File: config.mk
export PLATFORM = sky130hd
export DESIGN_NAME = icache_ctrl
export DESIGN_NICKNAME = d
export VERILOG_FILES = /design/src/rtl/icache_pkg.sv /design/src/rtl/icache_line_store.sv /design/src/rtl/icache_ctrl.sv
export SDC_FILE = /design/constraint.sdc
export NUM_CORES = 1
export LEC_CHECK = 0
export CAP_MARGIN = 20
export CORE_MARGIN = 2
export CORE_UTILIZATION = 30
export DETAILED_ROUTE_END_ITERATION = 10
export PLACE_DENSITY_LB_ADDON = 0.1
export SYNTH_ARGS = -nofsm -noshare
export SYNTH_HDL_FRONTEND = slang
export SYNTH_SLANG_ARGS = --single-unit
File: constraint.sdc
create_clock -name CLK -period 7.31 [get_ports CLK]
set_input_delay 0.731 -clock CLK [delete_from_list [all_inputs] [get_ports CLK]]
set_output_delay 0.731 -clock CLK [all_outputs]
set_load 0.01 [all_outputs]
File: src/rtl/icache_pkg.sv
// Shared types and address-split helpers for the direct-mapped instruction cache.
package icache_pkg;

    typedef enum logic {
        IDLE   = 1'b0,
        REFILL = 1'b1
    } state_t;

    typedef enum logic [1:0] {
        FLD_TAG  = 2'd0,
        FLD_IDX  = 2'd1,
        FLD_WORD = 2'd2
    } field_t;

    function automatic int off_w(input int words_per_line);
        return $clog2(words_per_line);
    endfunction

    function automatic int idx_w(input int num_lines);
        return $clog2(num_lines);
    endfunction

    function automatic int tag_w(input int words_per_line, input int num_lines);
        return 30 - off_w(words_per_line) - idx_w(num_lines);
    endfunction

    // Result is right-aligned; the caller casts it down to the field width.
    function automatic logic [31:0] addr_field(input logic [31:0] pc, input field_t fld,
                                               input int ow, input int iw);
        logic [31:0] wa;
        logic [31:0] res;
        wa = pc >> 2;
        case (fld)
            FLD_WORD: res = wa & ((32'd1 << ow) - 32'd1);
            FLD_IDX:  res = (wa >> ow) & ((32'd1 << iw) - 32'd1);
            default:  res = wa >> (ow + iw);
        endcase
        return res;
    endfunction

endpackage

File: src/rtl/icache_line_store.sv
// Valid/tag/data arrays of the cache: combinational indexed read, one-word write port,
// line validate with tag write, and flush-all (flush wins over validate).
module icache_line_store
    import icache_pkg::*;
#(
    parameter int NUM_LINES      = 8,
    parameter int WORDS_PER_LINE = 4,
    parameter int OFF_W          = off_w(WORDS_PER_LINE),
    parameter int IDX_W          = idx_w(NUM_LINES),
    parameter int TAG_W          = tag_w(WORDS_PER_LINE, NUM_LINES)
) (
    input  logic             clk,
    input  logic             rst_n,
    input  logic             flush,
    input  logic [IDX_W-1:0] rd_idx,
    input  logic [OFF_W-1:0] rd_off,
    output logic             rd_valid,
    output logic [TAG_W-1:0] rd_tag,
    output logic [31:0]      rd_word,
    input  logic             wr_en,
    input  logic [IDX_W-1:0] wr_idx,
    input  logic [OFF_W-1:0] wr_off,
    input  logic [31:0]      wr_data,
    input  logic             set_valid,
    input  logic [TAG_W-1:0] set_tag
);

    logic [NUM_LINES-1:0] valid_q, valid_d;
    logic [TAG_W-1:0]     tag_q  [NUM_LINES];
    logic [TAG_W-1:0]     tag_d  [NUM_LINES];
    logic [31:0]          data_q [NUM_LINES][WORDS_PER_LINE];
    logic [31:0]          data_d [NUM_LINES][WORDS_PER_LINE];

    always_comb begin
        valid_d = valid_q;
        tag_d   = tag_q;
        data_d  = data_q;
        if (wr_en) begin
            data_d[wr_idx][wr_off] = wr_data;
        end
        if (set_valid) begin
            valid_d[wr_idx] = 1'b1;
            tag_d[wr_idx]   = set_tag;
        end
        if (flush) begin
            valid_d = '0;
        end
    end

    always_ff @(posedge clk or negedge rst_n) begin
        if (!rst_n) begin
            valid_q <= '0;
        end else begin
            valid_q <= valid_d;
        end
    end

    // Tag and data contents are meaningless until validated, so they carry no reset.
    always_ff @(posedge clk) begin
        tag_q  <= tag_d;
        data_q <= data_d;
    end

    assign rd_valid = valid_q[rd_idx];
    assign rd_tag   = tag_q[rd_idx];
    assign rd_word  = data_q[rd_idx][rd_off];

endmodule

File: src/rtl/icache_ctrl.sv
// Direct-mapped instruction cache controller: same-cycle hits, word-by-word line refill
// from main memory on a miss, and saturating hit/miss counters.
//   state  | meaning
//   IDLE   | lookup; hit returns Inst, miss latches line base and starts refill
//   REFILL | reads line words from main memory, stalls fetch until line is valid
module icache_ctrl
    import icache_pkg::*;
#(
    parameter int NUM_LINES      = 8,
    parameter int WORDS_PER_LINE = 4,
    parameter int MM_LATENCY     = 1,
    parameter int CNT_W          = 16
) (
    input  logic             CLK,
    input  logic             RESET,
    input  logic [31:0]      PC,
    input  logic             Req,
    input  logic             Flush,
    output logic [31:0]      Inst,
    output logic             Stall,
    output logic [31:0]      MM_Addr,
    output logic             Access_MM,
    input  logic [31:0]      Data_MM,
    output logic [CNT_W-1:0] Hit_Cnt,
    output logic [CNT_W-1:0] Miss_Cnt
);

    localparam int OFF_W  = off_w(WORDS_PER_LINE);
    localparam int IDX_W  = idx_w(NUM_LINES);
    localparam int TAG_W  = tag_w(WORDS_PER_LINE, NUM_LINES);
    localparam int BASE_W = TAG_W + IDX_W;
    localparam int LAT_W  = (MM_LATENCY > 1) ? $clog2(MM_LATENCY) : 1;

    localparam logic [LAT_W-1:0] LAT_LAST = LAT_W'(MM_LATENCY - 1);
    localparam logic [OFF_W-1:0] W_LAST   = OFF_W'(WORDS_PER_LINE - 1);
    localparam logic [CNT_W-1:0] CNT_MAX  = '1;

    state_t            state_q, state_d;
    logic [BASE_W-1:0] base_q, base_d;
    logic [OFF_W-1:0]  w_q, w_d;
    logic [LAT_W-1:0]  lat_q, lat_d;
    logic [31:0]       mm_addr_q, mm_addr_d;
    logic [CNT_W-1:0]  hit_cnt_q, hit_cnt_d;
    logic [CNT_W-1:0]  miss_cnt_q, miss_cnt_d;

    logic [IDX_W-1:0]  pc_idx;
    logic [OFF_W-1:0]  pc_off;
    logic [TAG_W-1:0]  pc_tag;
    logic              rd_valid;
    logic [TAG_W-1:0]  rd_tag;
    logic [31:0]       rd_word;
    logic              hit;
    logic [31:0]       refill_addr;
    logic              wr_en, set_valid, stall, access;
    logic [31:0]       inst;

    assign pc_idx      = IDX_W'(addr_field(PC, FLD_IDX, OFF_W, IDX_W));
    assign pc_off      = OFF_W'(addr_field(PC, FLD_WORD, OFF_W, IDX_W));
    assign pc_tag      = TAG_W'(addr_field(PC, FLD_TAG, OFF_W, IDX_W));
    assign hit         = rd_valid && (rd_tag == pc_tag);
    assign refill_addr = {base_q, w_q, 2'b00};

    icache_line_store #(
        .NUM_LINES      (NUM_LINES),
        .WORDS_PER_LINE (WORDS_PER_LINE),
        .OFF_W          (OFF_W),
        .IDX_W          (IDX_W),
        .TAG_W          (TAG_W)
    ) u_store (
        .clk       (CLK),
        .rst_n     (RESET),
        .flush     (Flush),
        .rd_idx    (pc_idx),
        .rd_off    (pc_off),
        .rd_valid  (rd_valid),
        .rd_tag    (rd_tag),
        .rd_word   (rd_word),
        .wr_en     (wr_en),
        .wr_idx    (base_q[IDX_W-1:0]),
        .wr_off    (w_q),
        .wr_data   (Data_MM),
        .set_valid (set_valid),
        .set_tag   (base_q[BASE_W-1:IDX_W])
    );

    always_comb begin
        state_d    = state_q;
        base_d     = base_q;
        w_d        = w_q;
        lat_d      = lat_q;
        mm_addr_d  = mm_addr_q;
        hit_cnt_d  = hit_cnt_q;
        miss_cnt_d = miss_cnt_q;
        stall      = 1'b0;
        access     = 1'b0;
        inst       = '0;
        wr_en      = 1'b0;
        set_valid  = 1'b0;
        case (state_q)
            IDLE: begin
                if (Req) begin
                    if (hit) begin
                        inst = rd_word;
                        if (hit_cnt_q != CNT_MAX) hit_cnt_d = hit_cnt_q + CNT_W'(1);
                    end else begin
                        stall = 1'b1;
                        if (miss_cnt_q != CNT_MAX) miss_cnt_d = miss_cnt_q + CNT_W'(1);
                        base_d  = PC[31:OFF_W+2];
                        w_d     = '0;
                        lat_d   = '0;
                        state_d = REFILL;
                    end
                end
            end
            REFILL: begin
                stall     = 1'b1;
                access    = 1'b1;
                mm_addr_d = refill_addr;
                if (lat_q == LAT_LAST) begin
                    wr_en = 1'b1;
                    lat_d = '0;
                    w_d   = w_q + OFF_W'(1);
                    if (w_q == W_LAST) begin
                        set_valid = !Flush;
                        state_d   = IDLE;
                    end
                end else begin
                    lat_d = lat_q + LAT_W'(1);
                end
                if (Flush) state_d = IDLE;
            end
            default: state_d = IDLE;
        endcase
    end

    always_ff @(posedge CLK or negedge RESET) begin
        if (!RESET) begin
            state_q    <= IDLE;
            base_q     <= '0;
            w_q        <= '0;
            lat_q      <= '0;
            mm_addr_q  <= '0;
            hit_cnt_q  <= '0;
            miss_cnt_q <= '0;
        end else begin
            state_q    <= state_d;
            base_q     <= base_d;
            w_q        <= w_d;
            lat_q      <= lat_d;
            mm_addr_q  <= mm_addr_d;
            hit_cnt_q  <= hit_cnt_d;
            miss_cnt_q <= miss_cnt_d;
        end
    end

    // The lookup path is combinational from PC/Req, so gate it while reset is held.
    assign Inst      = RESET ? inst : '0;
    assign Stall     = RESET ? stall : 1'b0;
    assign Access_MM = access;
    assign MM_Addr   = (state_q == REFILL) ? refill_addr : mm_addr_q;
    assign Hit_Cnt   = hit_cnt_q;
    assign Miss_Cnt  = miss_cnt_q;

endmodule
==> results.json, run 1 <==
{
  "wl_per_cell_um": 27.36,
  "die_h_um": 418.1,
  "synth.avg_cell_area_um2": 22.57,
  "yosys.area_share.simple_pct": 2.240,
  "skew_ns": 0.02947,
  "yosys_warnings": 0,
  "io_buffer_count": 163,
  "dr.max_layer_used": "met5",
  "synth_nets": 2354,
  "crit_type": "primary input to output pin",
  "syn_area_um2": 51450,
  "core_area_um2": 169800,
  "drc": 0,
  "syn_inst": 2280,
  "ioPinCount": 166,
  "period_share_pct": 80.36,
  "setup_viol": 0,
  "initial_core_util_pct": 30.29,
  "hold_slack_ns": 0.4425,
  "synth.top_cell.area_share_pct": 71.44,
  "worstSkewPairLatency_ns": 0.77,
  "numCtsBuffers": 152,
  "ys_seq_area_share_pct": 76.45,
  "die_w_um": 418.1,
  "worstMarginPinSlew_ns": 1.121,
  "cts_tree": "done",
  "outcome": "finished clean",
  "hold_viol": 0,
  "synth-seq-cells": 1327,
  "leakage_nw": 19.57,
  "cts_buffer_depth": 3,
  "power.switching_w": 0.004153,
  "grt_pass1_vias": 26010,
  "cts.sink_count": 1327,
  "final_nets": 2630,
  "synth_cell_types": 59,
  "power_density_nw_per_um2": 293.4,
  "grt_max_degree": 153,
  "gp_congestion": 0.7090,
  "post-synth-top-count-cell": "edfxtp_1",
  "min_path_type": "primary input to async pin",
  "drt-met1-wl_um": 56980,
  "syn_to_final_growth_pct": 18.85,
  "yosys.area.top_type": "edfxtp_1",
  "synth_top_family_by_area": "multiplexers",
  "wl_met3_um": 4969,
  "synth_compound_area_share_pct": 0.8195,
  "synth.area.top_cells": "edfxtp_1 (71%), mux4_2 (15%), dfrtp_1 (5.0%)",
  "ant_nets": 0,
  "grt_pass1_wl_um": 189400,
  "drive_gt1_share_pct": 27.77,
  "fmax_mhz": 170.2,
  "combPwrFrac_pct": 9.3,
  "seqPwrFrac_pct": 50.3,
  "p_int_w": 0.01379,
  "nFillCells": 15490,
  "end_kind": "output pin",
  "muxShareOfSynthArea_pct": 18.50,
  "drt-initial-drc-count": 1631,
  "die_area_um2": 174800,
  "ys.flop_type": "edfxtp_1",
  "hpwl_um": 69660,
  "worst-path-max-fanout": 65,
  "swShare_pct": 23.15,
  "rsz0062_at_grt": "false",
  "min_period_ns": 5.874,
  "vias": 23720,
  "drt-total-wl_um": 133800,
  "yosys-top-cells-count": "edfxtp_1 (1,224), mux4_2 (343), dfrtp_1 (103)",
  "p_clk_share_pct": 40.4,
  "tns_ns": 0,
  "drt-pass1-iter-count": 5,
  "postSynth.asyncResetShare_pct": 7.762,
  "antenna_found_initial": 3,
  "synth_edf_count": 1224,
  "grtUsageTotal_pct": 15.33,
  "cp-start-kind": "primary input",
  "h-tree-depth": 4,
  "clk_pin_slew_ns": 0.06,
  "num_rows": 151,
  "yosys.area_share.xor_xnor_pct": 0.6979,
  "slew_headroom_pct": 25.24,
  "vdd_drop_max_uv": 251.6,
  "grt-ovfl-total": 0,
  "viasPerCell": 4.849,
  "maxCapViolCount": 0,
  "synth_fa_ha_area_share_pct": 0.1459,
  "post_cts_resized": 0,
  "cts-root-buf": "clkbuf_16",
  "slew_violations": 0,
  "crit_arrival_ns": 5.14,
  "worstPathRequired_ns": 6.58,
  "wl_met2_um": 68440
}
[critical path, stage by stage]
cell and delay, ns:
buf_8 0.37, buf_4 0.90, mux4_2 0.38, mux2i_1 0.14, a211o_1 0.36, nor4b_4 0.31
nand4_4 0.35, or2_2 0.42, buf_4 0.25, nor2_1 0.21, clkdlybuf4s50_1 0.56
[placed cells by master (no fill, tap or decap), types with 7 or more instances in the layout]
cell,count
and3_1,17
dfrtp_1,102
buf_16,8
mux2i_1,95
clkbuf_16,163
nor2_4,32
clkinv_1,29
nand3_1,16
mux2_2,64
a22oi_1,16
bufinv_16,7
buf_4,61
nor3_1,14
xor2_1,27
nor3_2,8
clkinv_2,18
nand2_1,23
xnor2_1,14
edfxtp_1,1224
clkbuf_1,39
a21oi_1,8
nor2b_1,11
mux4_2,343
nor2_1,53
clkdlybuf4s50_1,157
[cell type report]
type                       instances  area (um2)  share of cell area, %
inverter                           4       15.01                0.02455
timing repair buffer             238        2479                  4.053
antenna                            1       2.502               0.004092
clock inverter                    67       546.8                 0.8941
sequential                      1327       39330                  64.32
clock buffer                     203        4194                  6.858
multi-input combinational        833       11810                  19.30
tap                             2218        2775                  4.538
[per-stage QoR]
| step | power [W] | cells | cell area, um2 | worst slack (ns) | utilization, % |
|---|---|---|---|---|---|
| after floorplan | 0.009971 | 2280 | 51450 | 3.257 | - |
| after global placement | 0.01083 | 4605 | 56060 | 1.321 | 33.00 |
| after detailed placement | 0.01089 | 4605 | 56060 | 1.253 | 33.00 |
| after CTS | 0.01823 | 4876 | 60810 | 1.241 | 35.80 |
| after global routing | 0.01861 | 4890 | 61150 | 1.130 | 36.00 |
| final | 0.01794 | 4891 | 61150 | 1.436 | 36.00 |
[routing by layer]
layer / vias to the layer above / GRT usage [%]
li1: 10130 / -
met1: 12890 / 19.59
met2: 482 / 26.53
met3: 208 / 2.701
met4: 4 / 4.663
met5: - / 0
[kinds of logic after synthesis]
family,count (synthesis)
flops,1327
mux,510
simple gates,219
buf+inv,120
compound gates,57
xor+xnor,41
fa+ha+maj,6
[flip-flops by register name, summed over array words and instances, names as in the netlist]
register and count:
w_q 2, Miss_Cnt 16, Hit_Cnt 16, state_q 1, base_q 28, mm_addr_q 32
u_store.tag_q 200, u_store.data_q 1024, u_store.valid_q 8
[final timing paths]
check	start	end	slack [ns]	depth (start not counted)
worst max-delay path	PC[5]	Inst[29]	1.44	11
worst min-delay path	RESET	mm_addr_q[19]$_DFF_PN0_	0.44	2
worst max register to register	state_q$_DFF_PN0_	u_store.data_q[475]$_DFFE_PP_	3.65	4
worst min register to register	u_store.valid_q[7]$_DFFE_PN0P_	u_store.valid_q[7]$_DFFE_PN0P_	0.49	2
max in group asynchronous	RESET	state_q$_DFF_PN0_	5.85	3
min in group CLK	u_store.valid_q[7]$_DFFE_PN0P_	u_store.valid_q[7]$_DFFE_PN0P_	0.49	2
[power by group through the flow]
stage / sequential, W / clock [W] / combinational (W)
final: 0.00902 / 0.00726 / 0.00166
after global routing: 0.00907 / 0.00775 / 0.00179
after CTS: 0.00904 / 0.00748 / 0.00171
after detailed placement: 0.00919 / 0 / 0.00170
after global placement: 0.00915 / 0 / 0.00168
after floorplan: 0.00909 / 0 / 0.000877
[repair_timing]
item,CTS,global route
setup buffers,0,0
hold buffers,1,0
hold endpoints to repair,27,0
No activity file was read; power rests on OpenSTA's default activity.
==> run 2, diff against run 1 <==
==> constraint.sdc (replaced) <==
create_clock -name CLK -period 5.57 [get_ports CLK]
set_input_delay 0.557 -clock CLK [delete_from_list [all_inputs] [get_ports CLK]]
set_output_delay 0.557 -clock CLK [all_outputs]
set_load 0.01 [all_outputs]
==> run 2 against run 1 <==
Cell area increased by 0.16%. Largest cell class unchanged. Flip-flop and latch count unchanged. Via count grew 0.95%. Largest power group unchanged. Highest routed layer unchanged.
==> results.json, run 2 (synthesis gave the netlist of run 1 again) <==
{
  "cp-start-kind": "primary input",
  "antenna_cells": 0,
  "skew_ns": 0.02443,
  "mostFrequentLayoutCell": "edfxtp_1",
  "clk_pin_slew_ns": 0.06,
  "worstPathRequired_ns": 5.01,
  "crit_arrival_ns": 4.65,
  "final_cells": 4912,
  "hold_viol": 0,
  "initial_core_util_pct": 30.29,
  "ioPinCount": 166,
  "r2r_slack_ns": 2.33,
  "die_h_um": 418.1,
  "leakage_nw": 19.63,
  "grt-ovfl-total": 0,
  "core_area_um2": 169800,
  "cts-root-buf": "clkbuf_16",
  "numCtsBuffers": 152,
  "viasPerCell": 4.874,
  "top_regs": "u_store.data_q (1024), u_store.tag_q (200), mm_addr_q (32)",
  "die_area_um2": 174800,
  "die_w_um": 418.1,
  "hold_slack_ns": 0.3044,
  "io_buffer_count": 163,
  "grt_pass1_wl_um": 191800,
  "maxCapViolCount": 0,
  "outcome": "finished clean",
  "drt-total-wl_um": 134800,
  "hpwl_um": 73990,
  "slew_headroom_pct": 27.91,
  "power_density_nw_per_um2": 383.0,
  "cts_tree": "done",
  "cts.sink_count": 1327,
  "largest-register": "u_store.data_q",
  "grt_pass1_vias": 25960,
  "drc": 0,
  "end_kind": "output pin",
  "worstMarginPinSlew_ns": 1.079,
  "worstPathCellList": "buf_8, buf_4, buf_4, mux4_2, mux4_2, mux2i_1, nor2_1, clkdlybuf4s50_1",
  "syn_to_final_growth_pct": 19.05,
  "ant_nets": 0,
  "grt_max_degree": 86,
  "largest_reg_flops": 1024,
  "period_share_pct": 93.42,
  "setup_viol": 0,
  "drt-initial-drc-count": 1663,
  "fmax_mhz": 192.2,
  "wl_per_cell_um": 27.44,
  "slew_violations": 0,
  "critPathSlowestCell": "buf_4",
  "drt-pass1-iter-count": 5,
  "p_total_w": 0.02346,
  "cts_buffer_depth": 3,
  "grtUsageTotal_pct": 15.49,
  "vdd_drop_max_uv": 331.6,
  "min_path_type": "primary input to async pin",
  "crit_path_max_incr_delay_ns": 0.89,
  "antenna_found_initial": 5,
  "layout_common_cells": "edfxtp_1 (1,224), mux4_2 (343), clkbuf_16 (160), clkdlybuf4s50_1 (157), dfrtp_1 (102)",
  "h-tree-depth": 4,
  "worst-path-max-fanout": 60,
  "worstSkewPairLatency_ns": 0.77,
  "tns_ns": 0,
  "post-cts-setup-buffers": 0,
  "drive_gt1_share_pct": 28.06,
  "gp_congestion": 0.7159,
  "num_rows": 151,
  "rsz0062_at_grt": "false",
  "nFillCells": 15500,
  "place_inst": 4617,
  "crit_type": "primary input to output pin",
  "min_period_ns": 5.203,
  "vias": 23940,
  "final_nets": 2646
}
run 2: critical path, delay by kind of cell:
kind | cells | cell delay (ns)
AND/OR/NAND/NOR | 1 | 0.08
buffers and inverters | 4 | 2.48
multiplexers | 3 | 1.29
run 2: report_power, final:
group	total (W)	internal, W	switching [W]
Clock	0.00941	0.00545	0.00396
Sequential	0.0118	0.0115	0.000301
Combinational	0.00220	0.000972	0.00123
run 2: what timing repair did:
item	in CTS	in global routing
endpoints found under the hold margin	35	0
hold buffers	1	0
resized for setup	0	0
run 2: metal layers:
layer	track usage [%]	wire length (um)	share of wire [%]
met1	19.61	56260	42
met2	27.00	69670	52
met3	2.807	5497	4.1
met5	0	22	0.016
met4	4.632	3328	2.5
run 2: layout make-up:
class / instances / area [um2] / share of cell area (%)
Clock inverter: 80 / 580.6 / 0.9478
Clock buffer: 196 / 4094 / 6.684
Inverter: 4 / 15.01 / 0.02451
Multi-Input combinational cell: 833 / 11810 / 19.27
Timing Repair Buffer: 254 / 2646 / 4.320
Tap cell: 2218 / 2775 / 4.531
Sequential cell: 1327 / 39330 / 64.22
run 2: worst paths after layout:
kind,from,to,cells after the start
worst max-delay path,PC[5],Inst[24],8
worst min-delay path,RESET,mm_addr_q[19]$_DFF_PN0_,2
worst max register to register,u_store.tag_q[31]$_DFFE_PP_,w_q[0]$_DFFE_PN0P_,9
worst min register to register,mm_addr_q[26]$_DFF_PN0_,mm_addr_q[26]$_DFF_PN0_,1
max in group asynchronous,RESET,state_q$_DFF_PN0_,3
min in group CLK,Data_MM[14],u_store.data_q[1006]$_DFFE_PP_,1
run 2: metrics by stage:
step / utilization (%) / worst slack, ns / cell area, um2
2_1_floorplan: - / 1.865 / 51450
3_3_place_gp: 33.07 / 0.1995 / 56170
3_5_place_dp: 33.07 / 0.2227 / 56170
4_1_cts: 35.83 / 0.2104 / 60850
5_1_grt: 36.06 / 0.1729 / 61250
6_report: 36.06 / 0.3665 / 61250
